**config.mk**
```make
export PLATFORM = sky130hd
export DESIGN_NAME = spi_sensor_arbiter
export DESIGN_NICKNAME = d
export VERILOG_FILES = /design/src/rtl/spi_sensor_arbiter.sv
export SDC_FILE = /design/constraint.sdc
export NUM_CORES = 1
export LEC_CHECK = 0
export CELL_PAD_IN_SITES_DETAIL_PLACEMENT = 0
export CELL_PAD_IN_SITES_GLOBAL_PLACEMENT = 1
export CORE_UTILIZATION = 36
export DETAILED_ROUTE_END_ITERATION = 6
export GPL_ROUTABILITY_DRIVEN = 0
export PLACE_DENSITY_LB_ADDON = 0.1
export SYNTH_ARGS = -nofsm -noshare
export SYNTH_HDL_FRONTEND = slang
export SYNTH_SLANG_ARGS = --single-unit
```
**constraint.sdc**
```tcl
create_clock -name clk -period 3.8 [get_ports clk]
set_clock_uncertainty 0.1 [all_clocks]
set_input_delay 0.76 -clock clk [delete_from_list [all_inputs] [get_ports clk]]
set_output_delay 0.76 -clock clk [all_outputs]
set_load 0.02 [all_outputs]
```
**src/rtl/spi_sensor_arbiter.sv**
```systemverilog
// rtl/spi_sensor_arbiter.sv - round-robin arbiter sharing one SPI master among NCH sensor clients
// Optional START/BUSY watchdog enabled by defining SPI_TIMEOUT_EN.
module spi_sensor_arbiter #(
  parameter int NCH         = 4,
  parameter int CH_W        = 2,
  parameter int CBITS       = 16,
  parameter int STARTUP_CYC = 36000,
  parameter int GAP_CYC     = 12000,
  parameter int TIMEOUT_CYC = 1024
) (
  input  logic            clk,
  input  logic            rst,
  input  logic [NCH-1:0]  req,
  input  logic            spi_not_busy,
  input  logic [31:0]     spi_rx_data,
  output logic            spi_ena,
  output logic [CH_W-1:0] spi_sel,
  output logic [31:0]     rd_data,
  output logic [CH_W-1:0] rd_ch,
  output logic            done,
  output logic            busy,
  output logic            timeout
);

`ifdef SPI_TIMEOUT_EN
  localparam bit TO_EN = 1'b1;
`else
  localparam bit TO_EN = 1'b0;
`endif

  localparam logic [CBITS-1:0] CNT_ONE  = CBITS'(1);
  localparam logic [CBITS-1:0] PWR_LAST = CBITS'(STARTUP_CYC - 1);
  localparam logic [CBITS-1:0] GAP_LAST = CBITS'(GAP_CYC - 1);
  localparam logic [CBITS-1:0] TO_LAST  = CBITS'(TIMEOUT_CYC - 1);
  localparam logic [CH_W-1:0]  CH_LAST  = CH_W'(NCH - 1);
  localparam logic [CH_W-1:0]  CH_ONE   = CH_W'(1);

  typedef enum logic [2:0] {
    WAIT_PWR = 3'd0,
    IDLE     = 3'd1,
    START    = 3'd2,
    BUSY     = 3'd3,
    GAP      = 3'd4
  } state_t;

  state_t            state, state_nxt;
  logic [CBITS-1:0]  cnt, cnt_nxt;
  logic [CH_W-1:0]   rr_ptr, rr_ptr_nxt;
  logic [CH_W-1:0]   grant, idx;
  logic              grant_vld;
  logic              to_hit;

  logic              spi_ena_nxt, done_nxt, busy_nxt, timeout_nxt;
  logic [CH_W-1:0]   spi_sel_nxt, rd_ch_nxt;
  logic [31:0]       rd_data_nxt;

  // Watchdog compare is constant-false when the feature is compiled out.
  assign to_hit = TO_EN && (cnt == TO_LAST);

  // First requesting client at or after rr_ptr, wrapping at NCH.
  always_comb begin
    grant     = '0;
    grant_vld = 1'b0;
    idx       = '0;
    for (int i = 0; i < NCH; i++) begin
      idx = CH_W'((int'(rr_ptr) + i) % NCH);
      if (!grant_vld && req[idx]) begin
        grant     = idx;
        grant_vld = 1'b1;
      end
    end
  end

  always_ff @(posedge clk) begin
    if (rst) begin
      state   <= WAIT_PWR;
      cnt     <= '0;
      rr_ptr  <= '0;
      spi_ena <= 1'b0;
      spi_sel <= '0;
      rd_data <= '0;
      rd_ch   <= '0;
      done    <= 1'b0;
      busy    <= 1'b1;
      timeout <= 1'b0;
    end else begin
      state   <= state_nxt;
      cnt     <= cnt_nxt;
      rr_ptr  <= rr_ptr_nxt;
      spi_ena <= spi_ena_nxt;
      spi_sel <= spi_sel_nxt;
      rd_data <= rd_data_nxt;
      rd_ch   <= rd_ch_nxt;
      done    <= done_nxt;
      busy    <= busy_nxt;
      timeout <= timeout_nxt;
    end
  end

  always_comb begin
    state_nxt  = state;
    cnt_nxt    = cnt;
    rr_ptr_nxt = rr_ptr;
    case (state)
      WAIT_PWR: begin
        if (cnt == PWR_LAST) begin
          state_nxt = IDLE;
          cnt_nxt   = '0;
        end else begin
          cnt_nxt = cnt + CNT_ONE;
        end
      end
      IDLE: begin
        cnt_nxt = '0;
        if (grant_vld) begin
          state_nxt  = START;
          rr_ptr_nxt = (grant == CH_LAST) ? '0 : grant + CH_ONE;
        end
      end
      START: begin
        if (!spi_not_busy) begin
          state_nxt = BUSY;
          cnt_nxt   = '0;
        end else if (to_hit) begin
          state_nxt = GAP;
          cnt_nxt   = '0;
        end else if (TO_EN) begin
          cnt_nxt = cnt + CNT_ONE;
        end
      end
      BUSY: begin
        if (spi_not_busy || to_hit) begin
          state_nxt = GAP;
          cnt_nxt   = '0;
        end else if (TO_EN) begin
          cnt_nxt = cnt + CNT_ONE;
        end
      end
      GAP: begin
        if (cnt == GAP_LAST) begin
          state_nxt = IDLE;
          cnt_nxt   = '0;
        end else begin
          cnt_nxt = cnt + CNT_ONE;
        end
      end
      default: begin
        state_nxt = IDLE;
        cnt_nxt   = '0;
      end
    endcase
  end

  always_comb begin
    spi_ena_nxt = 1'b0;
    spi_sel_nxt = spi_sel;
    rd_data_nxt = rd_data;
    rd_ch_nxt   = rd_ch;
    done_nxt    = 1'b0;
    timeout_nxt = 1'b0;
    case (state)
      IDLE: begin
        if (grant_vld) begin
          spi_ena_nxt = 1'b1;
          spi_sel_nxt = grant;
        end
      end
      START: begin
        if (spi_not_busy && to_hit) begin
          timeout_nxt = 1'b1;
          rd_ch_nxt   = spi_sel;
        end else if (spi_not_busy) begin
          spi_ena_nxt = 1'b1;
        end
      end
      BUSY: begin
        if (spi_not_busy) begin
          rd_data_nxt = spi_rx_data;
          rd_ch_nxt   = spi_sel;
          done_nxt    = 1'b1;
        end else if (to_hit) begin
          timeout_nxt = 1'b1;
          rd_ch_nxt   = spi_sel;
        end
      end
      default: spi_ena_nxt = 1'b0;
    endcase
    busy_nxt = (state_nxt != IDLE);
  end

endmodule
```
==> load_flow_metrics.sql, run 1 <==
INSERT INTO impl_metrics (metric_group, metric, value, unit) VALUES
('grt', 'vias_in_the_first_global_route', '2197', ''),
('critical_path', 'worstRegToRegCells', '6', ''),
('detailed_routing', 'viasPerCell', '4.91', ''),
('clock_tree', 'clk_sink_count', '60', ''),
('final_layout', 'layout.nets', '432', ''),
('logic_synthesis', 'avgSynthCellArea', '8.00', 'µm²'),
('clock_tree', 'cts.hold.buffers_added', '0', ''),
('logic_synthesis', 'postSynthRegisterBits', '60', ''),
('critical_path', 'critical_path_capture_point_type', 'flip-flop', ''),
('sta', 'timing_worst_slew_pin_value', '0.698', 'ns'),
('critical_path', 'critical_setup_path_kind', 'in -> reg', ''),
('grt', 'grt_antenna_before_repair', '0', ''),
('sta', 'timing.final.max_slew_violations', '0', ''),
('final_layout', 'share_of_final_layout_standard_cells_stronger_than_drive_strength_1', '0.0680', ''),
('detailed_routing', 'totalWireLength', '6250', 'µm'),
('final_layout', 'design_area', '3590', 'µm²'),
('critical_path', 'cp_top_family', 'simple AND/OR/NAND/NOR gates', ''),
('grt', 'gr-usage-all-layers', '0.175', ''),
('clock_tree', 'clk_path_buf_depth', '2', ''),
('critical_path', 'timing.reg2reg.setup_slack', '1.51', 'ns'),
('logic_synthesis', 'area_share_of_the_largest_cell_type_after_synthesis', '0.466', ''),
('detailed_routing', 'post-route-drc-count', '0', ''),
('critical_path', 'critical_path.max_fanout', '10', ''),
('critical_path', 'setup.worst_path.end', 'cnt[13]', ''),
('critical_path', 'critPathArrivalTime', '2.42', 'ns'),
('placement', 'placed_cell_area', '3400', 'µm²'),
('clock_tree', 'path_clk_slew', '0.07', 'ns'),
('critical_path', 'slowest_delay', '0.52', 'ns'),
('floorplanning', 'initial_core_utilization', '0.375', ''),
('sta', 'grt_setup_unrepaired', 'false', ''),
('logic_synthesis', 'synth_flop_cell', 'dfxtp_1', ''),
('critical_path', 'cp.required', '3.90', 'ns'),
('floorplanning', 'floorplan.io_pins', '79', ''),
('logic_synthesis', 'yosysWarnings', '0', ''),
('sta', 'slew_headroom', '0.535', ''),
('logic_synthesis', 'synthMostInstantiatedCell', 'nand2_1', ''),
('critical_path', 'crit_path_start', 'spi_not_busy', ''),
('detailed_routing', 'detail_route.iter0.violations', '105', ''),
('power_and_ir_drop', 'power_density', '352', 'nW/µm²'),
('floorplanning', 'coreArea', '6870', 'µm²'),
('critical_path', 'worstSetupStartpointType', 'primary input', ''),
('sta', 'hold_viol', '0', ''),
('clock_tree', 'number_of_setup_buffers_added_after_cts', '0', ''),
('sta', 'timing.hold.ws', '0.354', 'ns'),
('critical_path', 'crit_buf_inv', '1', ''),
('power_and_ir_drop', 'vdd.ir_drop.worst', '139', 'µV'),
('critical_path', 'timing.critical_path.cells', 'clkdlybuf4s50_1 > xor2_1 > and3_1 > nor3_1 > a41oi_1 > a211oi_1', ''),
('sta', 'finalWorstPathRequiredPeriod', '2.32', 'ns'),
('detailed_routing', 'drt-met1-wl', '2930', 'µm'),
('critical_path', 'path_depth', '6', ''),
('detailed_routing', 'route.antenna.remaining_nets', '0', ''),
('logic_synthesis', 'cell_type_with_the_highest_aggregate_area_in_the_netlist', 'dfxtp_1', ''),
('logic_synthesis', 'synth_cell_types', '49', ''),
('final_layout', 'area_growth', '39.4', '%'),
('clock_tree', 'cts_repair_resize_count', '0', ''),
('grt', 'grt-ovfl-total', '0', ''),
('sta', 'finish_stage_setup_viols', '0', ''),
('floorplanning', 'rows', '30', ''),
('critical_path', 'regToRegStartpoint', 'cnt[0]', ''),
('logic_synthesis', 'synth_common_cells', 'nand2_1 (84), dfxtp_1 (60), a21oi_1 (46)', ''),
('clock_tree', 'cts_max_level', '3', ''),
('floorplanning', 'die_w', '86.6', 'µm'),
('clock_tree', 'numCtsBuffers', '9', ''),
('floorplanning', 'fp.dieH', '86.6', 'µm'),
('logic_synthesis', 'synth-edff-count', '0', ''),
('outcome', 'run_status', 'finished, final reports clean', ''),
('sta', 'min_period_over_period', '0.609', ''),
('detailed_routing', 'vias', '2423', ''),
('clock_tree', 'clock-root-buffer', 'clkbuf_8', ''),
('power_and_ir_drop', 'design_power_total', '1260', 'µW'),
('grt', 'maximum_number_of_pins_on_one_net_before_global_route_repair', '37', '');
-- worst reg2reg max path, cell delays in order, from the launching register on --
cell and delay (ns):
dfxtp_1 0.40, ha_1 0.22, nand3_1 0.29, nor4_4 0.42, o22ai_2 0.25, o21ai_2 0.41
nor2_1 0.09
-- cells in the final DEF, fill, tap and decap left out, types with 2 or more instances in the layout --
cell type        synthesis  layout
clkdlybuf4s50_1          0      77
nand2_1                 84      84
nand4_1                  4       4
a41oi_1                  3       3
xnor2_1                  4       4
clkinv_4                 0       2
a31oi_1                  2       2
nor2_1                  24      23
nor4_4                   2       2
and2_1                   2       2
o21ai_0                  7       7
and3_1                   4       4
clkinv_2                 0       2
o21ai_1                  3       3
nand3_1                  5       5
nor3_1                   5       5
xor2_1                   6       6
nand2b_1                 2       2
mux2i_1                  2       2
a21oi_1                 46      46
buf_4                    1       2
nand4b_1                 3       3
or2_2                    2       2
a211oi_1                 2       2
a311oi_1                 2       2
inv_1                    5       5
dfxtp_1                 60      60
clkbuf_8                 0       9
-- layout make-up --
| cell class | count | area [µm²] |
|---|---|---|
| clock inverters | 6 | 65.1 |
| multi-input cells | 237 | 1270 |
| inverters | 5 | 18.8 |
| clock buffers | 10 | 128 |
| well taps | 96 | 120 |
| flip-flops and latches | 60 | 1200 |
| repair buffers | 79 | 786 |
| fillers | 686 | 3280 |
-- worst min-delay path by stage --
stage,slack (ns),end,depth (start not counted),from
6_report,0.35,rd_ch[1],2,rd_ch[1]
5_1_grt,0.37,rd_data[6],2,rd_data[6]
4_1_cts,0.36,rd_data[0],2,rd_data[0]
3_5_place_dp,0.35,rd_data[6],2,rd_data[6]
3_3_place_gp,0.34,rd_data[6],2,rd_data[6]
2_1_floorplan,0.38,state[1],1,state[2]
-- power by group --
part           total [µW]  internal (µW)  leakage [µW]  switching [µW]
Clock                 558            303     0.0000962             256
Sequential            635            632      0.000484            3.30
Combinational        70.4           42.9      0.000650            27.4
Total                1260            977       0.00123             286
-- cell families after synthesis --
family	Yosys count	share of synthesized area
adders and majority gates	1	0.00485
muxes	3	0.0121
and+or+nand+nor	145	0.263
xor gates and xnor gates	10	0.0340
DFF	60	0.466
buffers and inverters	25	0.0408
other	1	0.00145
AOI/OAI and AO/OA	77	0.178
-- per-stage QoR --
| stage | std cells | worst slack, ns |
|---|---|---|
| after floorplan | 322 | 1.66 |
| after detailed placement | 477 | 1.16 |
| after CTS | 493 | 1.44 |
| after global routing | 493 | 1.24 |
| final | 493 | 1.48 |
| after global placement | 477 | 1.18 |
-- state kept, by name (all words and copies together), names as in the netlist, named ones only --
name,count
done,1
busy,1
spi_ena,1
rd_data,32
cnt,16
spi_sel,2
rr_ptr,1
rd_ch,2
state,3
-- per-layer routing --
layer / vias up / track usage
met1: 1106 / 0.220
li1: 1248 / -
met4: 0 / 0.0894
met3: 10 / 0.0314
met5: - / 0
met2: 59 / 0.286
Power figures use the tool's default switching activity.
==> run 2: changes to the inputs <==
CORE_UTILIZATION = 33   (was 36)
clock period = 2.4 ns   (was 3.8 ns; I/O delays follow)
==> run 2 against run 1 <==
Compared with the run above: first-iteration DRC count fell by 43%; sequential cell count is the same; clock power rose by 47%; register-to-register slack worse by 1.3 ns; via count is 2.9% higher; non-clock buffer count rose by 11; design area increased by 2.6%; wire length rose by 5.1%; count of clock-buffer cells in the layout increased by 1; critical path depth shrank 1; total power up 54%; global-route usage decreased by 0.87 points.
==> load_flow_metrics.sql, run 2 (synthesized netlist as in run 1, its figures left out) <==
INSERT INTO impl_metrics (metric_group, metric, value, unit) VALUES
('outcome', 'run_status', 'finished, final reports clean', ''),
('clock_tree', 'cts.hold.buffers_added', '0', ''),
('critical_path', 'worstRegToRegCells', '5', ''),
('critical_path', 'critPathArrivalTime', '2.30', 'ns'),
('clock_tree', 'clk_path_buf_depth', '2', ''),
('clock_tree', 'cts_max_level', '3', ''),
('final_layout', 'area_growth', '43.1', '%'),
('final_layout', 'multi_input_area', '1270', 'µm²'),
('run', 'cap_violations', '0', ''),
('critical_path', 'critical_path_capture_point_type', 'flip-flop', ''),
('grt', 'maximum_number_of_pins_on_one_net_before_global_route_repair', '36', ''),
('final_layout', 'register_containing_the_most_flip_flops_in_the_final_layout', 'rd_data', ''),
('critical_path', 'reg2reg_to', 'cnt[3]', ''),
('floorplanning', 'rows', '31', ''),
('power_and_ir_drop', 'vdd.ir_drop.worst', '285', 'µV'),
('final_layout', 'ff_latch_area', '1200', 'µm²'),
('final_layout', 'filler_cell_count', '761', ''),
('detailed_routing', 'totalWireLength', '6570', 'µm'),
('floorplanning', 'coreArea', '7410', 'µm²'),
('detailed_routing', 'drt_pre_antenna_iters', '4', ''),
('critical_path', 'worstSetupStartpointType', 'flip-flop', ''),
('detailed_routing', 'route.antenna.remaining_nets', '0', ''),
('final_layout', 'registers_with_the_most_flip_flops', 'rd_data: 32 flops, cnt: 16 flops, state: 3 flops', ''),
('sta', 'finalWorstPathRequiredPeriod', '2.20', 'ns'),
('power_and_ir_drop', 'power_density', '526', 'nW/µm²'),
('hold_path', 'holdPathEnd', 'rd_data[31]', ''),
('sta', 'hold_viol', '0', ''),
('clock_tree', 'numCtsBuffers', '9', ''),
('hold_path', 'worst_hold_startpoint', 'rd_data[31]', ''),
('critical_path', 'timing.reg2reg.setup_slack', '0.20', 'ns'),
('sta', 'final_total_negative_setup_slack', '0', 'ns'),
('critical_path', 'critical_path.max_fanout', '9', ''),
('detailed_routing', 'met2WireLength', '3130', 'µm'),
('clock_tree', 'number_of_setup_buffers_added_after_cts', '0', ''),
('detailed_routing', 'viasPerCell', '4.93', ''),
('floorplanning', 'die_area', '8170', 'µm²'),
('grt', 'grt-ovfl-total', '0', ''),
('sta', 'grt_setup_unrepaired', 'false', ''),
('final_layout', 'share_of_final_layout_standard_cells_stronger_than_drive_strength_1', '0.0934', ''),
('final_layout', 'most_frequent_standard_cell_in_the_layout_excluding_fill_and_tap_cells', 'nand2_1', ''),
('floorplanning', 'fp.dieH', '90.4', 'µm'),
('power_and_ir_drop', 'p_leak', '0.00128', 'µW'),
('clock_tree', 'tritoncts_clock_tree', 'built', ''),
('floorplanning', 'die_w', '90.4', 'µm'),
('sta', 'max_freq', '455', 'MHz'),
('detailed_routing', 'wl_per_cell', '13.0', 'µm'),
('clock_tree', 'clk_sink_count', '60', ''),
('critical_path', 'regToRegStartpoint', 'cnt[5]', ''),
('clock_tree', 'path_clk_slew', '0.07', 'ns'),
('detailed_routing', 'wl_met3', '307', 'µm'),
('grt', 'grt_antenna_before_repair', '0', ''),
('placement', 'buffer_ports.inserted', '77', ''),
('detailed_routing', 'top_layer_used', 'met4', ''),
('grt', 'grt_pass1_wl', '11000', 'µm'),
('grt', 'vias_in_the_first_global_route', '2341', ''),
('sta', 'min_period_over_period', '0.915', ''),
('clock_tree', 'clock-root-buffer', 'clkbuf_8', ''),
('final_layout', 'antenna_cells_inserted', '0', ''),
('final_layout', 'final_util', '0.498', ''),
('floorplanning', 'floorplan.io_pins', '79', ''),
('grt', 'gr-usage-all-layers', '0.166', ''),
('final_layout', 'layout.nets', '443', ''),
('placement', 'dp_hpwl', '4510', 'µm'),
('detailed_routing', 'vias', '2494', ''),
('sta', 'timing.final.max_slew_violations', '0', ''),
('final_layout', 'largest_register_ffs', '32', ''),
('hold_path', 'hold_removal_path_class', 'reg -> reg', ''),
('detailed_routing', 'drt-met1-wl', '3070', 'µm'),
('final_layout', 'final_cell_mix', 'nand2_1 (84), clkdlybuf4s50_1 (77), dfxtp_1 (60), a21oi_1 (46), nor2_1 (23)', ''),
('clock_tree', 'clk-insertion-delay-late', '0.33', 'ns'),
('detailed_routing', 'post-route-drc-count', '0', ''),
('hold_path', 'min_path_cells', '2', ''),
('critical_path', 'critical_setup_path_kind', 'reg -> reg', ''),
('critical_path', 'cp.required', '2.50', 'ns'),
('detailed_routing', 'detail_route.iter0.violations', '60', ''),
('floorplanning', 'initial_core_utilization', '0.348', ''),
('clock_tree', 'cts_repair_resize_count', '0', ''),
('sta', 'finish_stage_setup_viols', '0', '');
[run 2: stage by stage]
stage / hold WS [ns] / instance area (µm²) / cells / power (µW) / worst slack [ns]
after floorplan: 0.379 / 2580 / 322 / 1060 / 0.449
after global placement: 0.341 / 3510 / 491 / 1150 / 0.163
after detailed placement: 0.347 / 3510 / 491 / 1150 / 0.104
after CTS: 0.356 / 3690 / 506 / 1970 / 0.177
after global routing: 0.374 / 3690 / 506 / 2030 / 0.0531
final: 0.353 / 3690 / 506 / 1940 / 0.203
[run 2: worst max path at each step]
stage              end          from  slack, ns
2_1_floorplan  cnt[14]        cnt[5]       0.45
3_3_place_gp    cnt[8]  spi_not_busy       0.16
3_5_place_dp   cnt[13]  spi_not_busy       0.10
4_1_cts         cnt[2]        cnt[5]       0.18
5_1_grt         cnt[2]        cnt[5]       0.05
6_report        cnt[3]        cnt[5]       0.20
[run 2: worst max-delay path: stages, from the launching register on]
cell	delay [ns]
dfxtp_1	0.36
or4b_4	0.59
nor4_4	0.32
o22ai_2	0.19
o21ai_2	0.41
nor2_1	0.10
[run 2: cell type report]
cell class | instances | area share
Clock inverter | 4 | 0.00679
Clock buffer | 11 | 0.0411
Sequential cell | 60 | 0.326
Inverter | 5 | 0.00509
Timing Repair Buffer | 90 | 0.242
Tap cell | 99 | 0.0336
Multi-Input combinational cell | 237 | 0.345
[run 2: where the power goes]
part / total, µW / switching [µW] / internal (µW)
logic: 119 / 45.0 / 73.7
clock network: 818 / 396 / 421
registers: 1000 / 4.41 / 1000
total: 1940 / 446 / 1500
[run 2: layer usage]
layer	vias up	GRT usage
met5	-	0
met1	1157	0.208
met2	68	0.271
li1	1263	-
met4	0	0.0699
met3	6	0.0421
==> run 3: changes to the inputs <==
MAX_ROUTING_LAYER = met4   (was unset)
==> run 3 against run 2 <==
Compared with the run above: sequential power hardly changed; combinational power about the same; critical path depth unchanged; count of clock-buffer cells in the layout unchanged; wire length hardly changed; critical path type unchanged.
==> load_flow_metrics.sql, run 3 (synthesized netlist as in run 1, its figures left out) <==
INSERT INTO impl_metrics (metric_group, metric, value, unit) VALUES
('outcome', 'run_status', 'finished, final reports clean', ''),
('final_layout', 'antenna_cells_inserted', '0', ''),
('critical_path', 'critical_path.max_fanout', '9', ''),
('final_layout', 'ff_latch_area', '1200', 'µm²'),
('final_layout', 'largest_register_ffs', '32', ''),
('critical_path', 'worstSetupStartpointType', 'flip-flop', ''),
('critical_path', 'critical_setup_path_kind', 'reg -> reg', ''),
('placement', 'placed_cell_area', '3510', 'µm²'),
('placement', 'dp.cells', '491', ''),
('clock_tree', 'cts.hold.buffers_added', '0', ''),
('detailed_routing', 'wl_per_cell', '13.0', 'µm'),
('final_layout', 'share_of_final_layout_standard_cells_stronger_than_drive_strength_1', '0.0934', ''),
('grt', 'gr-usage-all-layers', '0.171', ''),
('final_layout', 'most_frequent_standard_cell_in_the_layout_excluding_fill_and_tap_cells', 'nand2_1', ''),
('placement', 'buffer_ports.inserted', '77', ''),
('sta', 'final_total_negative_setup_slack', '0', 'ns'),
('final_layout', 'fin_cells', '506', ''),
('clock_tree', 'clk_path_buf_depth', '2', ''),
('sta', 'timing.final.max_slew_violations', '0', ''),
('grt', 'grt_pass1_wl', '10900', 'µm'),
('power_and_ir_drop', 'power_frac_seq', '0.518', ''),
('power_and_ir_drop', 'p_sw', '446', 'µW'),
('critical_path', 'critPathArrivalTime', '2.30', 'ns'),
('critical_path', 'critical_path.slowest_cell', 'or4b_4', ''),
('sta', 'hold_viol', '0', ''),
('grt', 'grt_antenna_before_repair', '0', ''),
('detailed_routing', 'detail_route.iter0.violations', '63', ''),
('clock_tree', 'tritoncts_clock_tree', 'built', ''),
('floorplanning', 'die_area', '8170', 'µm²'),
('power_and_ir_drop', 'power.internal', '1500', 'µW'),
('final_layout', 'multi_input_area', '1270', 'µm²'),
('floorplanning', 'rows', '31', ''),
('clock_tree', 'number_of_setup_buffers_added_after_cts', '0', ''),
('clock_tree', 'cts_repair_resize_count', '0', ''),
('hold_path', 'hold_removal_path_class', 'reg -> reg', ''),
('detailed_routing', 'post-route-drc-count', '0', ''),
('clock_tree', 'path_clk_slew', '0.06', 'ns'),
('detailed_routing', 'drt_pre_antenna_iters', '4', ''),
('floorplanning', 'initial_core_utilization', '0.348', ''),
('sta', 'finalWorstPathRequiredPeriod', '2.20', 'ns'),
('detailed_routing', 'vias', '2487', ''),
('floorplanning', 'floorplan.io_pins', '79', ''),
('sta', 'grt_setup_unrepaired', 'false', ''),
('power_and_ir_drop', 'comb_power_share', '0.061', ''),
('critical_path', 'critical_path_capture_point_type', 'flip-flop', ''),
('power_and_ir_drop', 'p_leak', '0.00128', 'µW'),
('final_layout', 'final_cell_mix', 'nand2_1 (84), clkdlybuf4s50_1 (77), dfxtp_1 (60), a21oi_1 (46), nor2_1 (23)', ''),
('critical_path', 'slowest_delay', '0.59', 'ns'),
('detailed_routing', 'viasPerCell', '4.92', ''),
('final_layout', 'design_area', '3690', 'µm²'),
('power_and_ir_drop', 'pwr-share-clk', '0.421', ''),
('grt', 'vias_in_the_first_global_route', '2344', ''),
('detailed_routing', 'route.antenna.remaining_nets', '0', ''),
('critical_path', 'cp.required', '2.50', 'ns'),
('final_layout', 'filler_cell_count', '761', ''),
('clock_tree', 'cts_max_level', '3', ''),
('run', 'cap_violations', '0', ''),
('grt', 'grt-ovfl-total', '0', ''),
('critical_path', 'cp_top_family', 'simple AND/OR/NAND/NOR gates', ''),
('sta', 'min_period_over_period', '0.916', ''),
('critical_path', 'crit_buf_inv', '0', ''),
('grt', 'maximum_number_of_pins_on_one_net_before_global_route_repair', '36', ''),
('floorplanning', 'die_w', '90.4', 'µm'),
('power_and_ir_drop', 'swShare', '0.230', ''),
('final_layout', 'layout.nets', '443', ''),
('critical_path', 'timing.critical_path.cells', 'or4b_4 > nor4_4 > o22ai_2 > o21ai_2 > nor2_1', ''),
('clock_tree', 'numCtsBuffers', '9', ''),
('final_layout', 'area_growth', '43.1', '%'),
('placement', 'dp_hpwl', '4510', 'µm'),
('floorplanning', 'fp.dieH', '90.4', 'µm'),
('clock_tree', 'clock-root-buffer', 'clkbuf_8', ''),
('sta', 'max_freq', '455', 'MHz'),
('final_layout', 'registers_with_the_most_flip_flops', 'rd_data: 32 flops, cnt: 16 flops, state: 3 flops', ''),
('clock_tree', 'clk_sink_count', '60', ''),
('clock_tree', 'clk-insertion-delay-late', '0.33', 'ns'),
('final_layout', 'register_containing_the_most_flip_flops_in_the_final_layout', 'rd_data', ''),
('power_and_ir_drop', 'power_density', '526', 'nW/µm²'),
('sta', 'finish_stage_setup_viols', '0', ''),
('power_and_ir_drop', 'vdd.ir_drop.worst', '285', 'µV'),
('detailed_routing', 'totalWireLength', '6570', 'µm'),
('floorplanning', 'coreArea', '7410', 'µm²');
run 3: final timing paths:
kind,start,to,slack (ns),cells past startpoint
worst min-delay path,rd_data[31],rd_data[31],0.35,2
worst max register to register,cnt[5],cnt[3],0.20,5
worst max-delay path,cnt[5],cnt[3],0.20,5
worst min register to register,rd_data[31],rd_data[31],0.35,2
run 3: worst reg2reg max path, stage by stage (launching register included):
cell     delay (ns)
dfxtp_1        0.36
or4b_4         0.59
nor4_4         0.32
o22ai_2        0.19
o21ai_2        0.41
nor2_1         0.10
run 3: final cells by class:
cell class                 instances  share of cell area
sequential                        60               0.326
multi-input combinational        237               0.345
clock buffer                      11              0.0411
timing repair buffer              90               0.242
tap                               99              0.0336
clock inverter                     4             0.00679
inverter                           5             0.00509
run 3: per-layer routing:
metal  track usage  up-vias  part of all wire
met4        0.0699        0            0.0070
li1              -     1261                 -
met2         0.270       68              0.48
met3        0.0396        6             0.044
met1         0.209     1152              0.47
met5             -        -                 0
run 3: stage by stage:
step	utilization	setup WS [ns]	total power (µW)	hold slack, ns
2_1_floorplan	-	0.449	1060	0.379
3_3_place_gp	0.474	0.163	1150	0.341
3_5_place_dp	0.474	0.104	1150	0.347
4_1_cts	0.498	0.177	1970	0.356
5_1_grt	0.498	0.0531	2030	0.374
6_report	0.498	0.202	1940	0.353
run 3: power groups by stage:
stage / Combinational (µW) / Sequential (µW) / Clock [µW]
2_1_floorplan: 38.2 / 1030 / 0
3_3_place_gp: 119 / 1030 / 0
3_5_place_dp: 119 / 1030 / 0
4_1_cts: 120 / 1000 / 846
5_1_grt: 129 / 1000 / 893
6_report: 119 / 1000 / 817
